### config.mk
export PLATFORM = sky130hd
export DESIGN_NAME = mem_arbiter
export DESIGN_NICKNAME = d
export VERILOG_FILES = /design/src/rtl/mem_pkg.sv /design/src/rtl/mem_arbiter.sv
export SDC_FILE = /design/constraint.sdc
export NUM_CORES = 1
export LEC_CHECK = 0
export BUFFER_PORTS_ARGS = -buffer_cell sky130_fd_sc_hd__buf_2
export CORE_AREA = 2 2 293 295
export CTS_BUF_LIST = sky130_fd_sc_hd__clkbuf_8
export DETAILED_ROUTE_END_ITERATION = 6
export DIE_AREA = 0 0 295 297
export GPL_TIMING_DRIVEN = 1
export PLACE_DENSITY = 0.37
export SYNTH_ARGS = -nofsm -noshare
export SYNTH_HDL_FRONTEND = slang
export SYNTH_SLANG_ARGS = --single-unit
### constraint.sdc
create_clock -name clk -period 4 [get_ports clk]
set_input_delay 0.2 -clock clk [delete_from_list [all_inputs] [get_ports clk]]
set_output_delay 0.2 -clock clk [all_outputs]
set_load 0.01 [all_outputs]
### src/rtl/mem_pkg.sv
// ============================================================================
//  Module   : mem_pkg
//  Purpose  : Shared widths and enums for the line-memory arbiter.
//  Revision : 1.0
// ============================================================================
`default_nettype none

package mem_pkg;

  localparam int ADDR_W = 26;
  localparam int LINE_W = 128;

  typedef enum logic [1:0] {
    IDLE = 2'd0,
    BUSY = 2'd1,
    RESP = 2'd2
  } mem_state_t;

  typedef enum logic {
    OWN_IC = 1'b0,
    OWN_DC = 1'b1
  } mem_owner_t;

endpackage

`default_nettype wire

### src/rtl/mem_arbiter.sv
// ============================================================================
//  Module   : mem_arbiter
//  Purpose  : Round-robin icache/dcache line arbiter in front of a fixed
//             LATENCY-cycle line memory; one request in flight at a time.
//  Revision : 1.0
// ============================================================================
`default_nettype none

module mem_arbiter #(
  parameter int LATENCY = 4,
  parameter int ADDR_W  = mem_pkg::ADDR_W,
  parameter int LINE_W  = mem_pkg::LINE_W
) (
  input  logic              clk,
  input  logic              reset,
  input  logic              ic_req,
  input  logic [ADDR_W-1:0] ic_addr,
  output logic              ic_ready,
  output logic [LINE_W-1:0] ic_rdata,
  input  logic              dc_req,
  input  logic              dc_we,
  input  logic [ADDR_W-1:0] dc_addr,
  input  logic [LINE_W-1:0] dc_wdata,
  output logic              dc_ready,
  output logic [LINE_W-1:0] dc_rdata,
  output logic [ADDR_W-1:0] mem_raddr,
  output logic [ADDR_W-1:0] mem_waddr,
  output logic [LINE_W-1:0] mem_wdata,
  output logic              mem_we,
  input  logic [LINE_W-1:0] mem_rdata
);

  import mem_pkg::*;

  localparam int               c_CNT_W    = $clog2(LATENCY + 1);
  localparam logic [c_CNT_W-1:0] c_CNT_LOAD = c_CNT_W'(LATENCY - 1);
  localparam logic [c_CNT_W-1:0] c_CNT_ONE  = c_CNT_W'(1);

  mem_state_t          r_state;
  mem_owner_t          r_owner;
  mem_owner_t          r_last_grant;
  logic [c_CNT_W-1:0]  r_cnt;
  logic                r_we;
  logic [ADDR_W-1:0]   r_addr;
  logic [LINE_W-1:0]   r_wdata;
  logic                r_mem_we;
  logic                r_ic_ready;
  logic                r_dc_ready;
  logic [LINE_W-1:0]   r_ic_rdata;
  logic [LINE_W-1:0]   r_dc_rdata;

  logic                w_any_req;
  logic                w_grant_dc;
  mem_owner_t          w_grant_owner;
  logic                w_req_we;
  logic [ADDR_W-1:0]   w_req_addr;
  logic [LINE_W-1:0]   w_req_wdata;

  // On a tie the port that did not win last time is granted.
  assign w_any_req     = ic_req | dc_req;
  assign w_grant_dc    = dc_req & (~ic_req | (r_last_grant == OWN_IC));
  assign w_grant_owner = w_grant_dc ? OWN_DC : OWN_IC;
  assign w_req_we      = w_grant_dc & dc_we;
  assign w_req_addr    = w_grant_dc ? dc_addr : ic_addr;
  assign w_req_wdata   = w_grant_dc ? dc_wdata : '0;

  always_ff @(posedge clk) begin
    if (reset) begin
      r_state      <= IDLE;
      r_owner      <= OWN_IC;
      r_last_grant <= OWN_IC;
      r_cnt        <= '0;
      r_we         <= 1'b0;
      r_addr       <= '0;
      r_wdata      <= '0;
      r_mem_we     <= 1'b0;
      r_ic_ready   <= 1'b0;
      r_dc_ready   <= 1'b0;
      r_ic_rdata   <= '0;
      r_dc_rdata   <= '0;
    end else begin
      r_mem_we   <= 1'b0;
      r_ic_ready <= 1'b0;
      r_dc_ready <= 1'b0;
      case (r_state)
        IDLE: begin
          if (w_any_req) begin
            r_owner      <= w_grant_owner;
            r_last_grant <= w_grant_owner;
            r_we         <= w_req_we;
            r_addr       <= w_req_addr;
            r_wdata      <= w_req_wdata;
            r_cnt        <= c_CNT_LOAD;
            // Write enable is registered, so it is raised one edge ahead of the cnt==0 cycle.
            r_mem_we     <= w_req_we & (c_CNT_LOAD == '0);
            r_state      <= BUSY;
          end
        end
        BUSY: begin
          if (r_cnt == '0) begin
            if (!r_we) begin
              if (r_owner == OWN_DC) r_dc_rdata <= mem_rdata;
              else                   r_ic_rdata <= mem_rdata;
            end
            if (r_owner == OWN_DC) r_dc_ready <= 1'b1;
            else                   r_ic_ready <= 1'b1;
            r_state <= RESP;
          end else begin
            r_cnt    <= r_cnt - 1'b1;
            r_mem_we <= r_we & (r_cnt == c_CNT_ONE);
          end
        end
        RESP: begin
          r_state <= IDLE;
        end
        default: begin
          r_state <= IDLE;
        end
      endcase
    end
  end

  assign ic_ready  = r_ic_ready;
  assign ic_rdata  = r_ic_rdata;
  assign dc_ready  = r_dc_ready;
  assign dc_rdata  = r_dc_rdata;
  assign mem_raddr = r_addr;
  assign mem_waddr = r_addr;
  assign mem_wdata = r_wdata;
  assign mem_we    = r_mem_we;

endmodule

`default_nettype wire

# --- Yosys cells after proc, flatten, opt, wreduce, memory -nomap -nowiden ---
# Index checks and enable logic that the tools add are counted.
classes:
  n_addsub: 1
  n_eq_ne: 5
  n_mux: 11
  bitwise_logic: 10
  reduce_logical: 10
ops:
  columns: ["operator", "count"]
  rows:
  - ["$mux W128", 1]
  - ["$mux W26", 1]
  - ["$reduce_and A4 Y1", 2]
  - ["$mux W3", 2]
  - ["$ne A2 B2 Y1 const B", 3]
  - ["$pmux W3 S2", 1]
  - ["$reduce_or A3 Y1", 2]
  - ["$not A1 Y1", 5]
  - ["$mux W2", 2]
  - ["$pmux W2 S2", 1]
  - ["$reduce_and A2 Y1", 2]
  - ["$and A1 B1 Y1", 3]
  - ["$eq A3 B1 Y1 const B", 1]
  - ["$logic_not A3 Y1", 1]
  - ["$mux W1", 3]
  - ["$reduce_and A3 Y1", 1]
  - ["$sub A3 B1 Y3 const B", 1]
  - ["$eq A2 B1 Y1 const B", 1]
  - ["$logic_not A2 Y1", 1]
  - ["$or A1 B1 Y1", 2]
  - ["$reduce_bool A2 Y1", 1]
word_totals:
  register_bits: 420
  in_bits: 313
  out_inout_bits: 439
  elab_cells: 48

# --- Depth between registers and ports, before layout ---
# Gate-level depths: netlist of run 1.
depth:
  word_depth: 4
  mapped_depth: 8
  mapped_depth_nobuf: 5

# --- Worst setup path before layout of run 1 ---
# OpenSTA, ideal clock, no wires.
synth_timing:
  kind: "register to register"
  startpoint: "register r_cnt[0]"
  endpoint: "register r_dc_rdata[100], in the netlist dc_rdata[100]"
  setup_time_ns: 0.118
  arrival_time_ns: 1.653
  t_required_ns: 3.882
  setup_slack_ns: 2.228
  stages_incl_launch_ff: 9
  n_path_buf: 3
  path_cell_list: "dfxtp_1 inv_1 ha_1 nand4bb_4 or3b_1 clkbuf_2 buf_12 buf_12 mux2i_1"
synth_via:
  elab_chain_cells: 2
synth_lines:
  columns: ["item", "line_no", "source"]
  rows:
  - ["from (decl)", "mem_arbiter.sv:42", "logic [c_CNT_W-1:0] r_cnt;"]
  - ["from (signal assigned)", "mem_arbiter.sv:93", "r_cnt <= c_CNT_LOAD;"]
  - ["from (signal assigned)", "mem_arbiter.sv:109", "r_cnt <= r_cnt - 1'b1;"]
  - ["$logic_not A3 Y1", "mem_arbiter.sv:100", "if (r_cnt == '0) begin"]
  - ["$reduce_and A4 Y1 (no source line)", null, null]
  - ["to (signal assigned)", "mem_arbiter.sv:102", "if (r_owner == OWN_DC) r_dc_rdata <= mem_rdata;"]
  - ["to (decl)", "mem_arbiter.sv:50", "logic [LINE_W-1:0] r_dc_rdata;"]
# No other way between the ends.
# A chain may end at the register's enable or synchronous reset.

# --- Final worst setup path of run 1 ---
layout_timing:
  startpoint: "register r_state[0]"
  endpoint: "register r_addr[19], in the netlist mem_raddr[19]"
layout_via:
  elab_chain_cells: 2
layout_lines:
  columns: ["item", "line_no", "source"]
  rows:
  - ["from (decl)", "mem_arbiter.sv:39", "mem_state_t r_state;"]
  - ["from (signal assigned)", "mem_arbiter.sv:69", "r_state <= IDLE;"]
  - ["from (signal assigned)", "mem_arbiter.sv:96", "r_state <= BUSY;"]
  - ["from (signal assigned)", "mem_arbiter.sv:107", "r_state <= RESP;"]
  - ["$logic_not A2 Y1", "mem_arbiter.sv:85", "case (r_state)"]
  - ["$reduce_and A2 Y1 (no source line)", null, null]
  - ["to (signal assigned)", "mem_arbiter.sv:91", "r_addr <= w_req_addr;"]
  - ["to (decl)", "mem_arbiter.sv:44", "logic [ADDR_W-1:0] r_addr;"]
# No other way between the ends.

==> results_dict.tcl, run 1 <==
set metrics [dict create \
    clock_root_cell "sky130_fd_sc_hd__clkbuf_8" \
    power-per-cell-area_nw_per_um2 424 \
    dieArea_sq_um 87600 \
    dr.first_iter.drc_count 499 \
    totalWireLength_um 66100 \
    grt_overflow_total 0 \
    synth-warning-count 0 \
    core_area_sq_um 84500 \
    worst-slew-pin-transition_ps 1190 \
    yosys_register_bits 420 \
    register_area_share_after_synthesis_pct 51.8 \
    gp_congestion 0.786 \
    final_hold_viol_count 0 \
    cts_max_level 3 \
    final_report_setup_violation_count 0 \
    setup_total_negative_slack_ps 0 \
    rsz0062_at_grt "false" \
    height_of_the_die_um 297 \
    grtUsageTotal_pct 14.4 \
    cts_buffer_count 83 \
    synthTopCellsByArea "sky130_fd_sc_hd__dfxtp_1, sky130_fd_sc_hd__mux2i_1, sky130_fd_sc_hd__nand2b_1, sky130_fd_sc_hd__a22o_1, sky130_fd_sc_hd__a311oi_1" \
    number_of_sinks_handled_by_clock_tree_synthesis 420 \
    vias 14400 \
    cp_cell_sequence "nor2_2 > and2_1 > a311oi_1 > dlygate4sd3_1" \
    worst_setup_hold_path_clk_slew_ps 60 \
    first_pass_grt_wire_length_um 95600 \
    net_count_final 2807 \
    place.detailed.hpwl_um 48100 \
    worst_path_max_delay_cell "sky130_fd_sc_hd__and2_1" \
    final-instance-count-excl-fill 3697 \
    period_needed_ps 2970 \
    remaining_drc_errors 0 \
    critical_path_required_ps 4530 \
    vias_per_cell 3.91 \
    syn-cell-area_sq_um 16200 \
    outcome "finished clean" \
    most_common_flop_cell_mapped_by_yosys "sky130_fd_sc_hd__dfxtp_1" \
    syn_nets 1789 \
    max_slew_margin_pct 20.1 \
    io-pin-count 752 \
    tritoncts_clock_tree "done" \
    die_w_um 295 \
    netlist_instances 1473 \
    clk-insertion-delay-late_ps 680 \
    worst_ir_drop_vdd_v 0.000256 \
    first_global_vias 15100 \
    kind_of_end_point_of_the_critical_path "flop" \
    synth_top_area_share_pct 51.8 \
    area_growth_syn_to_layout_pct 57.3 \
    worst_path_max_fanout 27 \
    crit_type "reg2reg" \
    maxCapViolCount 0 \
    syn_area_per_cell_sq_um 11.0 \
    fp-row-count 107 \
    synth-edff-count 0 \
    grt_max_degree 198 \
    initial_core_util_pct 19.2 \
    most_common_cell_after_layout_fill_and_taps_aside "sky130_fd_sc_hd__buf_2" \
    timing.critical_path.slowest_cell_delay_ps 980 \
    timing_max_transition_violations_final 0 \
    dp_cells 3237 \
    critPathLaunchType "flop" \
    yosys.area.top_type "sky130_fd_sc_hd__dfxtp_1" \
    final.period_utilization_pct 74.3 \
    dr.pass1.iters 4 \
    hp_class "in2reg" \
    port-buffer-count 751 \
    async_reset_ff_share_pct 0 \
    data_arrival_time_of_the_critical_path_ps 3500 \
    max_freq_mhz 337 \
    antenna_found_initial 9 \
    mostFrequentLayoutCells "sky130_fd_sc_hd__buf_2, sky130_fd_sc_hd__dfxtp_1, sky130_fd_sc_hd__nand2b_1, sky130_fd_sc_hd__dlygate4sd3_1, sky130_fd_sc_hd__mux2i_1" \
    drive_gt1_share_pct 34.7 \
    power_leakage_nw 12.4 \
    ys_types 32 \
    clockBufferDepth 3 \
    avgRoutedWirePerCell_um 17.9 \
    fin_worst_skew_ps 44.9 \
    drtAntennaViolNets 0 \
]
==> flip-flops by register name (all words and copies together) (netlist names) <==
name	flops
r_cnt	3
ic_ready	1
mem_raddr	26
dc_ready	1
r_state	2
mem_wdata	128
dc_rdata	128
mem_we	1
r_last_grant	1
ic_rdata	128
r_we	1
==> per-stage QoR <==
step	utilization, %	hold WS [ps]	area, sq um	power (W)	setup slack (ps)
floorplan	-	316	16200	0.00555	2230
global placement	24.5	408	20700	0.00624	1580
detailed placement	24.5	413	20700	0.00625	1540
CTS	30.2	70.2	25500	0.0111	1020
global route	30.2	102	25500	0.0114	775
finish	30.2	170	25500	0.0108	1030
==> Yosys cell counts, types with 2 or more instances <==
| cell type | count |
|---|---|
| sky130_fd_sc_hd__clkbuf_1 | 63 |
| sky130_fd_sc_hd__buf_4 | 28 |
| sky130_fd_sc_hd__a31o_2 | 2 |
| sky130_fd_sc_hd__dfxtp_1 | 420 |
| sky130_fd_sc_hd__buf_12 | 11 |
| sky130_fd_sc_hd__nand2_1 | 52 |
| sky130_fd_sc_hd__inv_1 | 3 |
| sky130_fd_sc_hd__buf_1 | 4 |
| sky130_fd_sc_hd__and2_1 | 3 |
| sky130_fd_sc_hd__ha_1 | 3 |
| sky130_fd_sc_hd__buf_8 | 2 |
| sky130_fd_sc_hd__nor3_1 | 3 |
| sky130_fd_sc_hd__buf_2 | 35 |
| sky130_fd_sc_hd__nand2b_1 | 385 |
| sky130_fd_sc_hd__nor2_1 | 3 |
| sky130_fd_sc_hd__a311oi_1 | 27 |
| sky130_fd_sc_hd__a22o_1 | 129 |
| sky130_fd_sc_hd__mux2i_1 | 256 |
| sky130_fd_sc_hd__a21oi_1 | 31 |
==> kinds of logic after synthesis <==
group | after synthesis | share of synthesized area (%)
compound gates | 193 | 9.72
simple gates | 453 | 16.8
mux | 256 | 15.8
flops | 420 | 51.8
buf+inv | 148 | 5.64
fa+ha+maj | 3 | 0.231
==> area by class of cell <==
class,count,area [sq um]
Sequential cell,420,8410
Inverter,3,11.3
Fill cell,8958,59000
Clock buffer,89,1220
Timing Repair Buffer,1078,7090
Tap cell,1144,1430
Clock inverter,52,410
Antenna cell,6,15.0
Multi-Input combinational cell,905,6920
==> path summary, 6_finish.rpt <==
path / from / endpoint / slack, ps / depth (start not counted)
setup reg to reg: r_state[0]$_SDFFE_PP0P_ / mem_raddr[19]$_SDFFE_PP0P_ / 1030 / 4
hold reg to reg: dc_rdata[81]$_SDFFE_PP0P_ / dc_rdata[81]$_SDFFE_PP0P_ / 470 / 2
setup / recovery: r_state[0]$_SDFFE_PP0P_ / mem_raddr[19]$_SDFFE_PP0P_ / 1030 / 4
hold / removal: dc_req / mem_wdata[16]$_SDFFE_PP0P_ / 170 / 3
==> worst max-delay path, delay by kind of cell (launching register included) <==
family	cells	cell delay, ps
simple gates	2	1670
buf+inv	1	620
flops	1	340
compound gates	1	200
==> power by group <==
group | leakage (nW) | internal (W) | switching, W
Sequential | 3.42 | 0.00445 | 0.000166
Clock | 0.951 | 0.00239 | 0.00201
Combinational | 8.00 | 0.000881 | 0.000912
Total | 12.4 | 0.00773 | 0.00309
==> per-layer routing <==
layer / vias to the layer above / share of wire, % / wire (um) / track usage [%]
li1: 7073 / - / - / -
met1: 6725 / 37 / 24800 / 14.8
met2: 525 / 52 / 34100 / 26.7
met3: 110 / 7.7 / 5080 / 4.88
met4: 6 / 3.2 / 2120 / 5.04
met5: - / 0.053 / 35 / 0
==> what timing repair did <==
action                                 in CTS  in global routing
buffers inserted                            0                  0
endpoints found under the hold margin     412                  0
setup endpoints to repair                   0                  0
hold buffers                              313                  0
resized for setup                           0                  0
(Power assumes the default switching activity.)
==> inputs of run 2 (changes only) <==
--- a/config.mk
+++ b/config.mk
@@ -6,12 +6,12 @@
 export NUM_CORES = 1
 export LEC_CHECK = 0
 export BUFFER_PORTS_ARGS = -buffer_cell sky130_fd_sc_hd__buf_2
-export CORE_AREA = 2 2 293 295
+export CORE_AREA = 2 2 294 296
 export CTS_BUF_LIST = sky130_fd_sc_hd__clkbuf_8
 export DETAILED_ROUTE_END_ITERATION = 6
-export DIE_AREA = 0 0 295 297
+export DIE_AREA = 0 0 296 298
 export GPL_TIMING_DRIVEN = 1
-export PLACE_DENSITY = 0.37
+export PLACE_DENSITY = 0.38
 export SYNTH_ARGS = -nofsm -noshare
 export SYNTH_HDL_FRONTEND = slang
 export SYNTH_SLANG_ARGS = --single-unit
==> constraint.sdc (replaced) <==
create_clock -name clk -period 2.62 [get_ports clk]
set_input_delay 0.131 -clock clk [delete_from_list [all_inputs] [get_ports clk]]
set_output_delay 0.131 -clock clk [all_outputs]
set_load 0.01 [all_outputs]
==> run 2 against run 1 <==
Against the previous run:
- design area is 0.66% higher
- register-to-register slack worse by 830 ps
- clock power is 47% higher
- die area is 0.68% higher
- critical endpoint is now mem_raddr[18]$_SDFFE_PP0P_
- first-iteration DRC count is 10% lower
- highest routed layer unchanged
- sequential share of layout area is 0.22 points lower
- core utilization is 0.056 points higher
- hold slack better by 21 ps
- maximum frequency is 23% higher
- sequential cell count stayed put
==> results_dict.tcl, run 2 (same netlist as run 1, synthesis figures left out) <==
set metrics [dict create \
    hold_path_depth 3 \
    clockBufferDepth 3 \
    first_global_vias 15200 \
    min_from "dc_wdata[30]" \
    grtUsageTotal_pct 14.5 \
    r2r.worst_path.cells 6 \
    groute.layer.met1.usage_pct 15.0 \
    max_freq_mhz 414 \
    height_of_the_die_um 298 \
    final_core_util_pct 30.3 \
    power-per-cell-area_nw_per_um2 636 \
    place_area_sq_um 20800 \
    power_leakage_nw 12.5 \
    final-instance-count-excl-fill 3717 \
    final_hold_viol_count 0 \
    final_report_setup_violation_count 0 \
    fin_worst_skew_ps 37.5 \
    maxCapViolCount 0 \
    outcome "finished clean" \
    die_w_um 296 \
    cts_max_level 3 \
    final_cell_area_sq_um 25700 \
    dr.first_iter.drc_count 449 \
    grt_busiest_layer "met2" \
    clock_root_cell "sky130_fd_sc_hd__clkbuf_8" \
    totalWireLength_um 67000 \
    most_common_cell_after_layout_fill_and_taps_aside "sky130_fd_sc_hd__buf_2" \
    gp_congestion 0.847 \
    worst-slew-pin-transition_ps 672 \
    grt_max_degree 164 \
    port-buffer-count 751 \
    final.period_utilization_pct 92.3 \
    mostFrequentLayoutCells "sky130_fd_sc_hd__buf_2, sky130_fd_sc_hd__dfxtp_1, sky130_fd_sc_hd__nand2b_1, sky130_fd_sc_hd__dlygate4sd3_1, sky130_fd_sc_hd__mux2i_1" \
    drive_gt1_share_pct 34.9 \
    io-pin-count 752 \
    initial_core_util_pct 19.1 \
    antenna_found_initial 6 \
    setup_total_negative_slack_ps 0 \
    tritoncts_clock_tree "done" \
    remaining_drc_errors 0 \
    first_pass_grt_wire_length_um 96700 \
    timing_max_transition_violations_final 0 \
    multi_input_comb_area_sq_um 6920 \
    number_of_sinks_handled_by_clock_tree_synthesis 420 \
    critPathLaunchType "flop" \
    global_route.usage.met2_pct 26.5 \
    period_needed_ps 2420 \
    max_slew_margin_pct 55.2 \
    area_growth_syn_to_layout_pct 58.4 \
    core_area_sq_um 84900 \
    worst_ir_drop_vdd_v 0.000371 \
    worst_path_max_fanout 19 \
    hp_class "in2reg" \
    fp-row-count 107 \
    crit_type "reg2reg" \
    kind_of_end_point_of_the_critical_path "flop" \
    preCtsSetupSlack_ps 499 \
    critical_path_required_ps 3180 \
    drtAntennaViolNets 0 \
    fillerInstances 9077 \
    clk-insertion-delay-late_ps 690 \
    dieArea_sq_um 88200 \
    grt_overflow_total 0 \
    dp_cells 3245 \
    rsz0062_at_grt "false" \
    data_arrival_time_of_the_critical_path_ps 2970 \
    cts_hold_repair.buffers 323 \
    r2r_setup_slack_ps 200 \
    r2r_end "mem_raddr[18]$_SDFFE_PP0P_" \
    vias_per_cell 3.91 \
    cts_buffer_count 81 \
    post_cts_resize_count 0 \
    post_cts.repair.setup_buffers 0 \
    worst_slack_ps 202 \
    place.detailed.hpwl_um 49400 \
    seq_area_sq_um 8410 \
    avgRoutedWirePerCell_um 18.0 \
    net_count_final 2823 \
    vias 14500 \
    r2r_start "r_state[0]$_SDFFE_PP0P_" \
    worst_setup_hold_path_clk_slew_ps 60 \
    grt_util_met3_pct 4.77 \
    dr.pass1.iters 7 \
    min_delay_worst_endpoint "mem_wdata[30]$_SDFFE_PP0P_" \
]
## run 2: changes by cell type in the layout (fill, tap and decap cells not counted), sizes merged
cell and change:
dlygate4sd3 +10, clkbuf +9, buf +8, bufinv -5, diode -2, clkinvlp -1, inv +1
## run 2: layout make-up
type | count | area share, %
inverter | 3 | 0.0438
sequential | 420 | 32.7
timing repair buffer | 1096 | 28.4
tap | 1144 | 5.57
clock inverter | 47 | 0.974
antenna | 4 | 0.0390
clock buffer | 98 | 5.25
multi-input combinational | 905 | 27.0
## run 2: stage by stage
stage	power, W	hold WS (ps)
after floorplan	0.00848	247
after global placement	0.00956	341
after detailed placement	0.00958	343
after CTS	0.0167	86.4
after global routing	0.0172	126
final	0.0163	191
## run 2: worst max path at each step
stage                             from                          to  slack, ps  depth (start not counted)
2_1_floorplan    r_cnt[0]$_SDFFE_PP0P_  dc_rdata[100]$_SDFFE_PP0P_        850                          8
3_3_place_gp     r_cnt[0]$_SDFFE_PP0P_   dc_rdata[57]$_SDFFE_PP0P_        520                          6
3_5_place_dp     r_cnt[0]$_SDFFE_PP0P_   dc_rdata[12]$_SDFFE_PP0P_        500                          6
4_1_cts        r_state[0]$_SDFFE_PP0P_  mem_raddr[19]$_SDFFE_PP0P_        220                          6
5_1_grt        r_state[0]$_SDFFE_PP0P_  mem_raddr[18]$_SDFFE_PP0P_         60                          6
6_report       r_state[0]$_SDFFE_PP0P_  mem_raddr[18]$_SDFFE_PP0P_        200                          6
## run 2: report_power, final
group,total (W),internal (W),switching [W]
registers,0.00705,0.00680,0.000249
clock network,0.00649,0.00343,0.00307
logic,0.00280,0.00138,0.00142
## run 2: critical path: stages (launching register included)
cell	delay, ps
sky130_fd_sc_hd__dfxtp_1	350
sky130_fd_sc_hd__nor2_2	150
sky130_fd_sc_hd__buf_4	310
sky130_fd_sc_hd__and2_1	450
sky130_fd_sc_hd__buf_4	320
sky130_fd_sc_hd__a311oi_1	130
sky130_fd_sc_hd__dlygate4sd3_1	580
## run 2: metal layers
| metal | routed length, um | up-vias |
|---|---|---|
| li1 | - | 7110 |
| met1 | 24900 | 6736 |
| met2 | 33900 | 566 |
| met3 | 5580 | 120 |
| met4 | 2610 | 4 |
| met5 | 18 | - |
